`src/rtl/vga_pkg.sv`:
```
// Shared 640x480 @ 60 Hz raster timing constants and the coordinate type.
package vga_pkg;

   localparam int VGA_H_VISIBLE = 640;
   localparam int VGA_H_FP      = 16;
   localparam int VGA_H_SYNC    = 96;
   localparam int VGA_H_BP      = 48;
   localparam int VGA_V_VISIBLE = 480;
   localparam int VGA_V_FP      = 10;
   localparam int VGA_V_SYNC    = 2;
   localparam int VGA_V_BP      = 33;

   localparam int VGA_H_TOTAL = VGA_H_VISIBLE + VGA_H_FP + VGA_H_SYNC + VGA_H_BP;
   localparam int VGA_V_TOTAL = VGA_V_VISIBLE + VGA_V_FP + VGA_V_SYNC + VGA_V_BP;

   typedef logic [9:0] vga_coord_t;

endpackage

```
`src/rtl/vga_axis_cnt.sv`:
```
// One raster axis: wrap counter with terminal count and a registered active-low
// sync flag that is derived from the counter's next value.
module vga_axis_cnt
   import vga_pkg::*;
#(
   parameter int TOTAL      = 800,
   parameter int SYNC_START = 656,
   parameter int SYNC_END   = 751,
   parameter int RST_VAL    = 799
) (
   input  logic       vga_clk,
   input  logic       reset_n,
   input  logic       en,
   output vga_coord_t cnt,
   output vga_coord_t cnt_nxt,
   output logic       tc,
   output logic       sync_n
);

   localparam vga_coord_t LAST = vga_coord_t'(TOTAL - 1);
   localparam vga_coord_t S0   = vga_coord_t'(SYNC_START);
   localparam vga_coord_t S1   = vga_coord_t'(SYNC_END);
   localparam vga_coord_t RV   = vga_coord_t'(RST_VAL);
   localparam logic SYNC_RST   = !(RST_VAL >= SYNC_START && RST_VAL <= SYNC_END);

   assign tc = (cnt == LAST);

   always_comb begin
      cnt_nxt = cnt;
      if (en) cnt_nxt = tc ? '0 : cnt + 10'd1;
   end

   always_ff @(posedge vga_clk or negedge reset_n) begin
      if (!reset_n) begin
         cnt    <= RV;
         sync_n <= SYNC_RST;
      end else if (en) begin
         cnt    <= cnt_nxt;
         sync_n <= !(cnt_nxt >= S0 && cnt_nxt <= S1);
      end
   end

endmodule

```
`src/rtl/vga_timing_gen.sv`:
```
// VGA raster timing generator. Define VGA_SYNC_ALIGN_EN to delay hs/vs by one
// pixel so they line up with the renderers' registered colour.
module vga_timing_gen
   import vga_pkg::*;
#(
   parameter int H_VISIBLE = VGA_H_VISIBLE,
   parameter int H_FP      = VGA_H_FP,
   parameter int H_SYNC    = VGA_H_SYNC,
   parameter int H_BP      = VGA_H_BP,
   parameter int V_VISIBLE = VGA_V_VISIBLE,
   parameter int V_FP      = VGA_V_FP,
   parameter int V_SYNC    = VGA_V_SYNC,
   parameter int V_BP      = VGA_V_BP
) (
   input  logic       vga_clk,
   input  logic       reset_n,
   input  logic       pix_en,
   output vga_coord_t DrawX,
   output vga_coord_t DrawY,
   output logic       blank,
   output logic       hs,
   output logic       vs,
   output logic       frame_start,
   output logic       line_start
);

   localparam int H_TOTAL = H_VISIBLE + H_FP + H_SYNC + H_BP;
   localparam int V_TOTAL = V_VISIBLE + V_FP + V_SYNC + V_BP;
   localparam vga_coord_t HV = vga_coord_t'(H_VISIBLE);
   localparam vga_coord_t VV = vga_coord_t'(V_VISIBLE);

   generate
      if (H_TOTAL > 1024 || V_TOTAL > 1024) begin : g_bad_timing
         $error("vga_timing_gen: H_TOTAL/V_TOTAL must not exceed 1024");
      end
   endgenerate

   vga_coord_t hc_nxt, vc_nxt;
   logic       h_tc, v_tc, h_sync_n, v_sync_n;

   vga_axis_cnt #(
      .TOTAL(H_TOTAL), .SYNC_START(H_VISIBLE + H_FP),
      .SYNC_END(H_VISIBLE + H_FP + H_SYNC - 1), .RST_VAL(H_TOTAL - 1)
   ) u_hcnt (
      .vga_clk(vga_clk), .reset_n(reset_n), .en(pix_en),
      .cnt(DrawX), .cnt_nxt(hc_nxt), .tc(h_tc), .sync_n(h_sync_n)
   );

   // Vertical axis only steps on the horizontal wrap, so both wrap on one edge.
   vga_axis_cnt #(
      .TOTAL(V_TOTAL), .SYNC_START(V_VISIBLE + V_FP),
      .SYNC_END(V_VISIBLE + V_FP + V_SYNC - 1), .RST_VAL(V_TOTAL - 1)
   ) u_vcnt (
      .vga_clk(vga_clk), .reset_n(reset_n), .en(pix_en & h_tc),
      .cnt(DrawY), .cnt_nxt(vc_nxt), .tc(v_tc), .sync_n(v_sync_n)
   );

   // The next position is (0,0) / column 0 exactly when the current one is a terminal count.
   always_ff @(posedge vga_clk or negedge reset_n) begin
      if (!reset_n) begin
         blank       <= 1'b0;
         frame_start <= 1'b0;
         line_start  <= 1'b0;
      end else if (pix_en) begin
         blank       <= (hc_nxt < HV) && (vc_nxt < VV);
         frame_start <= h_tc & v_tc;
         line_start  <= h_tc;
      end
   end

`ifdef VGA_SYNC_ALIGN_EN
   always_ff @(posedge vga_clk or negedge reset_n) begin
      if (!reset_n) begin
         hs <= 1'b1;
         vs <= 1'b1;
      end else if (pix_en) begin
         hs <= h_sync_n;
         vs <= v_sync_n;
      end
   end
`else
   assign hs = h_sync_n;
   assign vs = v_sync_n;
`endif

endmodule

```
`config.mk`:
```
export PLATFORM = sky130hd
export DESIGN_NAME = vga_timing_gen
export DESIGN_NICKNAME = d
export VERILOG_FILES = /design/src/rtl/vga_pkg.sv /design/src/rtl/vga_axis_cnt.sv /design/src/rtl/vga_timing_gen.sv
export SDC_FILE = /design/constraint.sdc
export NUM_CORES = 1
export LEC_CHECK = 0
export CAP_MARGIN = 30
export CORE_MARGIN = 2
export CORE_UTILIZATION = 30
export CTS_CLUSTER_SIZE = 24
export DETAILED_ROUTE_END_ITERATION = 10
export SLEW_MARGIN = 20
export SYNTH_ARGS = -nofsm -noshare
export SYNTH_HDL_FRONTEND = slang
export SYNTH_SLANG_ARGS = --single-unit
```
`constraint.sdc`:
```
create_clock -name vga_clk -period 2.65 [get_ports vga_clk]
set_clock_uncertainty 0.15 [all_clocks]
set_input_delay 0.53 -clock vga_clk [delete_from_list [all_inputs] [get_ports vga_clk]]
set_output_delay 0.53 -clock vga_clk [all_outputs]
set_load 0.05 [all_outputs]
```
==> impl_metrics.tcl, run 1 <==
set metrics [dict create \
    crit_arrival_ns 2.43 \
    overflow 0 \
    clock_path_buffers 2 \
    final_common_cell "clkdlybuf4s50_1" \
    fp.dieH_um 72.8 \
    dp.final_hpwl_mm 2.68 \
    outcome "finished, final reports clean" \
    vias_per_cell 5.59 \
    grt_max_degree 26 \
    worstPathMaxFanout 5 \
    grt_usage_pct 14.8 \
    die_width_um 72.8 \
    tightest_slew_ns 0.504 \
    drive_above_1_share_pct 20.1 \
    setup_tns_ns 0 \
    postCtsResizedCells 0 \
    max_cap_violations 0 \
    worstHoldPathType "flop to flop" \
    coreArea_mm2 0.00463 \
    post-route-period-util_pct 92.0 \
    grt_pass1_wl_mm 6.23 \
    cts.sinks 25 \
    ir_drop_uv 237 \
    p_seq_share_pct 47.8 \
    num_vias 1302 \
    slew_viol_final 0 \
    fin_util_pct 40.4 \
    ant_nets 0 \
    grt_pass1_vias 1318 \
    powerDensity_mw_per_mm2 599 \
    io_pins 28 \
    yosys_register_bits 25 \
    maxSlewHeadroom_pct 66.3 \
    worstSetupPathType "input port to flop" \
    finalSetupViolCount 0 \
    wirelength_mm 3.66 \
    rows 25 \
    grt.busiest_layer "met2" \
    cts_max_level 1 \
    wl_per_cell_um 15.7 \
    synth_fp_nets 147 \
    first_pass_iters 4 \
    use_met1_pct 18.9 \
    avgSynthCellArea_um2 10.1 \
    clk_latency_ns 0.27 \
    syn_area_mm2 0.00142 \
    nets 186 \
    rsz0062_at_grt "no" \
    p_leak_nw 0.735 \
    use_met3_pct 2.07 \
    synthCells 141 \
    power_frac_comb_pct 31.8 \
    worst_setup_path_start_kind "input port" \
    crit_required_ns 2.64 \
    final_cell_mix "clkdlybuf4s50_1, nand3_1, dfrtp_1" \
    clkPwrFrac_pct 20.5 \
    floorplan.initialDensity_pct 30.7 \
    diodes 0 \
    dieArea_mm2 0.00530 \
    first_iter_violations 72 \
    portBuffers 27 \
    grt_use_met2_pct 25.8 \
    max_freq_mhz 410 \
    yosys_warnings 0 \
    remaining_drc_errors 0 \
    p_switching_uw 448 \
    p_int_uw 673 \
    cts.hold.buffers_added 0 \
    area_growth_pct 31.7 \
    layout_setup_ws_ns 0.212 \
    clock-root-buffer "clkbuf_8" \
    period_needed_ns 2.44 \
    dp.cells 229 \
    synth_cell_type_count 44 \
    final_cells 233 \
    grt_antenna_before_repair 0 \
    pre_cts_ws_ns -0.0726 \
    hold_violations 0 \
    cts_buffers 3 \
    cts_setup_buffers 0 \
    switching_share_pct 40.0 \
    clkTransAtPathRegs_ns 0.09 \
    gp_congestion 0.833 \
    end_kind "flop" \
    seq_area_frac_synth_pct 45.1 \
    cts_tree "yes" \
]
[cells in the mapped netlist, drive strengths merged]
master	number	area share, %
nand3	15	5.6
dfrtp	13	23
dfstp	12	22
nand2	12	3.2
inv	10	2.6
o21ai	10	3.5
xnor2	8	4.9
a21oi	5	2.6
nand4	5	2.6
nor3	5	1.8
buf	4	1.4
a21o	3	1.6
and3	3	1.4
and4	3	1.9
ha	3	2.6
o31ai	3	1.6
a41o	2	1.4
and4bb	2	1.8
nor2	2	0.53
nor4	2	2.4
o2bb2ai	2	1.2
or4	2	1.3
a2111oi	1	0.62
a21boi	1	0.53
a222oi	1	0.70
a22o	1	0.62
a31o	1	0.62
and2	1	0.44
clkbuf	1	0.26
mux2i	1	0.70
nand4bb	1	0.79
nor3b	1	0.53
o32a	1	0.70
o41ai	1	0.62
or3	1	0.44
or4b	1	0.70
xor2	1	0.62
[per-stage QoR]
stage / hold WS, ns / power [mW] / instance area [µm²]
finish: 0.335 / 1.12 / 1870
global route: 0.373 / 1.18 / 1870
CTS: 0.338 / 1.13 / 1870
detailed placement: 0.317 / 0.899 / 1820
global placement: 0.314 / 0.896 / 1820
floorplan: 0.0844 / 0.768 / 1420
[routing by layer]
| metal | up-vias | part of all wire, % | wire length [µm] |
|---|---|---|---|
| met5 | - | 0 | 0 |
| met4 | 0 | 0.36 | 13 |
| met3 | 3 | 5.3 | 193 |
| met2 | 38 | 50 | 1830 |
| met1 | 657 | 44 | 1620 |
| li1 | 604 | - | - |
[cell type report]
type                            instances  area (µm²)
Clock buffer                            3        41.3
Clock inverter                          1        5.00
Fill cell                             482        2760
Inverter                               10        37.5
Multi-Input combinational cell        101         718
Sequential cell                        25         641
Tap cell                               54        67.6
Timing Repair Buffer                   39         360
[power groups by stage]
stage,combinational [mW],sequential [mW],clock [mW]
after floorplan,0.123,0.645,0
after global placement,0.355,0.541,0
after detailed placement,0.356,0.543,0
after CTS,0.357,0.538,0.237
after global routing,0.376,0.549,0.254
final,0.356,0.536,0.230
[final timing paths]
| kind | startpoint | to | slack (ns) | depth (start not counted) |
|---|---|---|---|---|
| worst max register to register | u_hcnt.cnt[0] | blank | 0.27 | 6 |
| min in group asynchronous | reset_n | u_hcnt.cnt[7] | 0.47 | 2 |
| worst min-delay path | line_start | line_start | 0.34 | 1 |
| worst max-delay path | pix_en | blank | 0.21 | 6 |
| worst min register to register | line_start | line_start | 0.34 | 1 |
| max in group asynchronous | reset_n | u_vcnt.cnt[2] | 1.58 | 2 |
[cells by family after synthesis]
| family | share of synthesized area (%) |
|---|---|
| AND/OR/NAND/NOR | 25.4 |
| AO/OA/AOI/OAI | 16.3 |
| XOR/XNOR | 5.55 |
| flip-flops | 45.1 |
| adder cells (fa/ha/maj) | 2.64 |
| multiplexers | 0.705 |
| buffers and inverters | 4.32 |
[critical path, cell delays in order]
cell and delay (ns):
clkdlybuf4s50_1 0.57, nand2_1 0.15, nor4_4 0.33, nand3_1 0.17, a222oi_1 0.53, o41ai_1 0.14
[sequential cells by signal (all words and copies together) (netlist names)]
name           flops
u_vcnt.sync_n      1
u_hcnt.cnt        10
u_hcnt.sync_n      1
blank              1
line_start         1
frame_start        1
u_vcnt.cnt        10
(Power assumes the default switching activity.)
==> inputs of run 2 (changes only) <==
GPL_TIMING_DRIVEN = 0   (was default)
==> impl_metrics.tcl, run 2 (synthesized netlist as in run 1, its figures left out) <==
set metrics [dict create \
    coreArea_mm2 0.00463 \
    io_pins 28 \
    crit_arrival_ns 2.53 \
    first_pass_iters 4 \
    cts_setup_buffers 0 \
    die_width_um 72.8 \
    diodes 0 \
    setup_tns_ns 0 \
    rsz0062_at_grt "no" \
    portBuffers 26 \
    cts.sinks 25 \
    max_freq_mhz 393 \
    pre_cts_ws_ns 0.0868 \
    grt_antenna_before_repair 0 \
    powerDensity_mw_per_mm2 620 \
    end_kind "flop" \
    period_needed_ns 2.54 \
    hold_violations 0 \
    num_vias 1219 \
    cts_max_level 1 \
    overflow 0 \
    dp.cells 221 \
    outcome "finished, final reports clean" \
    reg.largest.list "u_hcnt.cnt: 10 flops, u_vcnt.cnt: 10 flops" \
    ir_drop_uv 241 \
    clock_path_buffers 2 \
    dieArea_mm2 0.00530 \
    worstSetupPathType "flop to flop" \
    p_total_mw 1.11 \
    floorplan.initialDensity_pct 30.7 \
    first_iter_violations 99 \
    finalSetupViolCount 0 \
    grt_pass1_wl_mm 5.89 \
    max_cap_violations 0 \
    ant_nets 0 \
    maxSlewHeadroom_pct 61.4 \
    dp.final_hpwl_mm 2.50 \
    final_common_cell "clkdlybuf4s50_1" \
    grt_pass1_vias 1242 \
    clkTransAtPathRegs_ns 0.09 \
    crit_required_ns 2.64 \
    grt_usage_pct 13.9 \
    vias_per_cell 5.42 \
    remaining_drc_errors 0 \
    final_cells 225 \
    cts_buffers 3 \
    slew_viol_final 0 \
    drive_above_1_share_pct 16.4 \
    post-route-period-util_pct 95.9 \
    wirelength_mm 3.39 \
    final_cell_mix "clkdlybuf4s50_1, nand3_1, dfrtp_1" \
    worst_setup_path_start_kind "flop" \
    design_area_mm2 0.00179 \
    wl_per_cell_um 15.1 \
    worstPathMaxFanout 5 \
    clk_latency_ns 0.26 \
    fp.dieH_um 72.8 \
    grt_max_degree 26 \
    postCtsResizedCells 0 \
    clock-root-buffer "clkbuf_8" \
    gp_congestion 0.849 \
    rows 25 \
    layout_setup_ws_ns 0.108 \
    cts_tree "yes" \
    nets 178 \
    tightest_slew_ns 0.580 \
    worstHoldPathType "input port to async pin" \
    placed_area_mm2 0.00174 \
    area_growth_pct 25.9 \
    p_leak_nw 0.694 \
]
[run 2: cell types whose count changed in the layout (fill, tap and decap cells not counted)]
cell	delta
buf_4	-12
clkbuf_1	+2
buf_2	+5
clkinv_2	-1
clkdlybuf4s50_1	-2
[run 2: layout make-up]
class                           count  area [µm²]
Clock buffer                        4        45.0
Fill cell                         475        2840
Tap cell                           54        67.6
Timing Repair Buffer               26         255
Buffer                              5        23.8
Inverter                           10        37.5
Sequential cell                    25         641
Multi-Input combinational cell    101         718
[run 2: routing by layer]
layer | track usage, % | up-vias | wire length, µm
li1 | - | 584 | -
met1 | 18.3 | 605 | 1590
met2 | 24.0 | 30 | 1620
met3 | 2.76 | 0 | 184
met4 | 2.47 | 0 | 0
met5 | 0 | - | 0
[run 2: final timing paths]
| check | slack (ns) | depth (start not counted) | start | endpoint |
|---|---|---|---|---|
| setup / recovery | 0.11 | 6 | u_hcnt.cnt[0] | blank |
| hold / removal | 0.10 | 1 | reset_n | u_hcnt.cnt[7] |
| setup reg to reg | 0.11 | 6 | u_hcnt.cnt[0] | blank |
| hold reg to reg | 0.33 | 1 | line_start | line_start |
| max in group asynchronous | 1.87 | 1 | reset_n | u_hcnt.cnt[1] |
| min in group vga_clk | 0.33 | 1 | line_start | line_start |
[run 2: critical path, stage by stage, from the launching register on]
cell and delay (ns):
dfstp_2 0.58, ha_1 0.23, nand2_1 0.16, nor4_4 0.43
nand3_1 0.19, a222oi_1 0.53, o41ai_1 0.15
[run 2: power breakdown]
part           internal [mW]  switching [mW]  total (mW)
combinational          0.119           0.259       0.378
sequential             0.445          0.0567       0.502
clock                  0.107           0.121       0.228
total                  0.672           0.437        1.11
[run 2: timing repair]
item | CTS | global route
endpoints found under the hold margin | 0 | 0
hold buffers | 0 | 0
setup endpoints to repair | 0 | 1
[run 2: stage by stage]
stage | util, % | hold WS (ns)
2_1_floorplan | - | 0.0844
3_3_place_gp | 37.8 | 0.318
3_5_place_dp | 37.6 | 0.318
4_1_cts | 38.6 | 0.115
5_1_grt | 38.6 | 0.144
6_report | 38.6 | 0.103
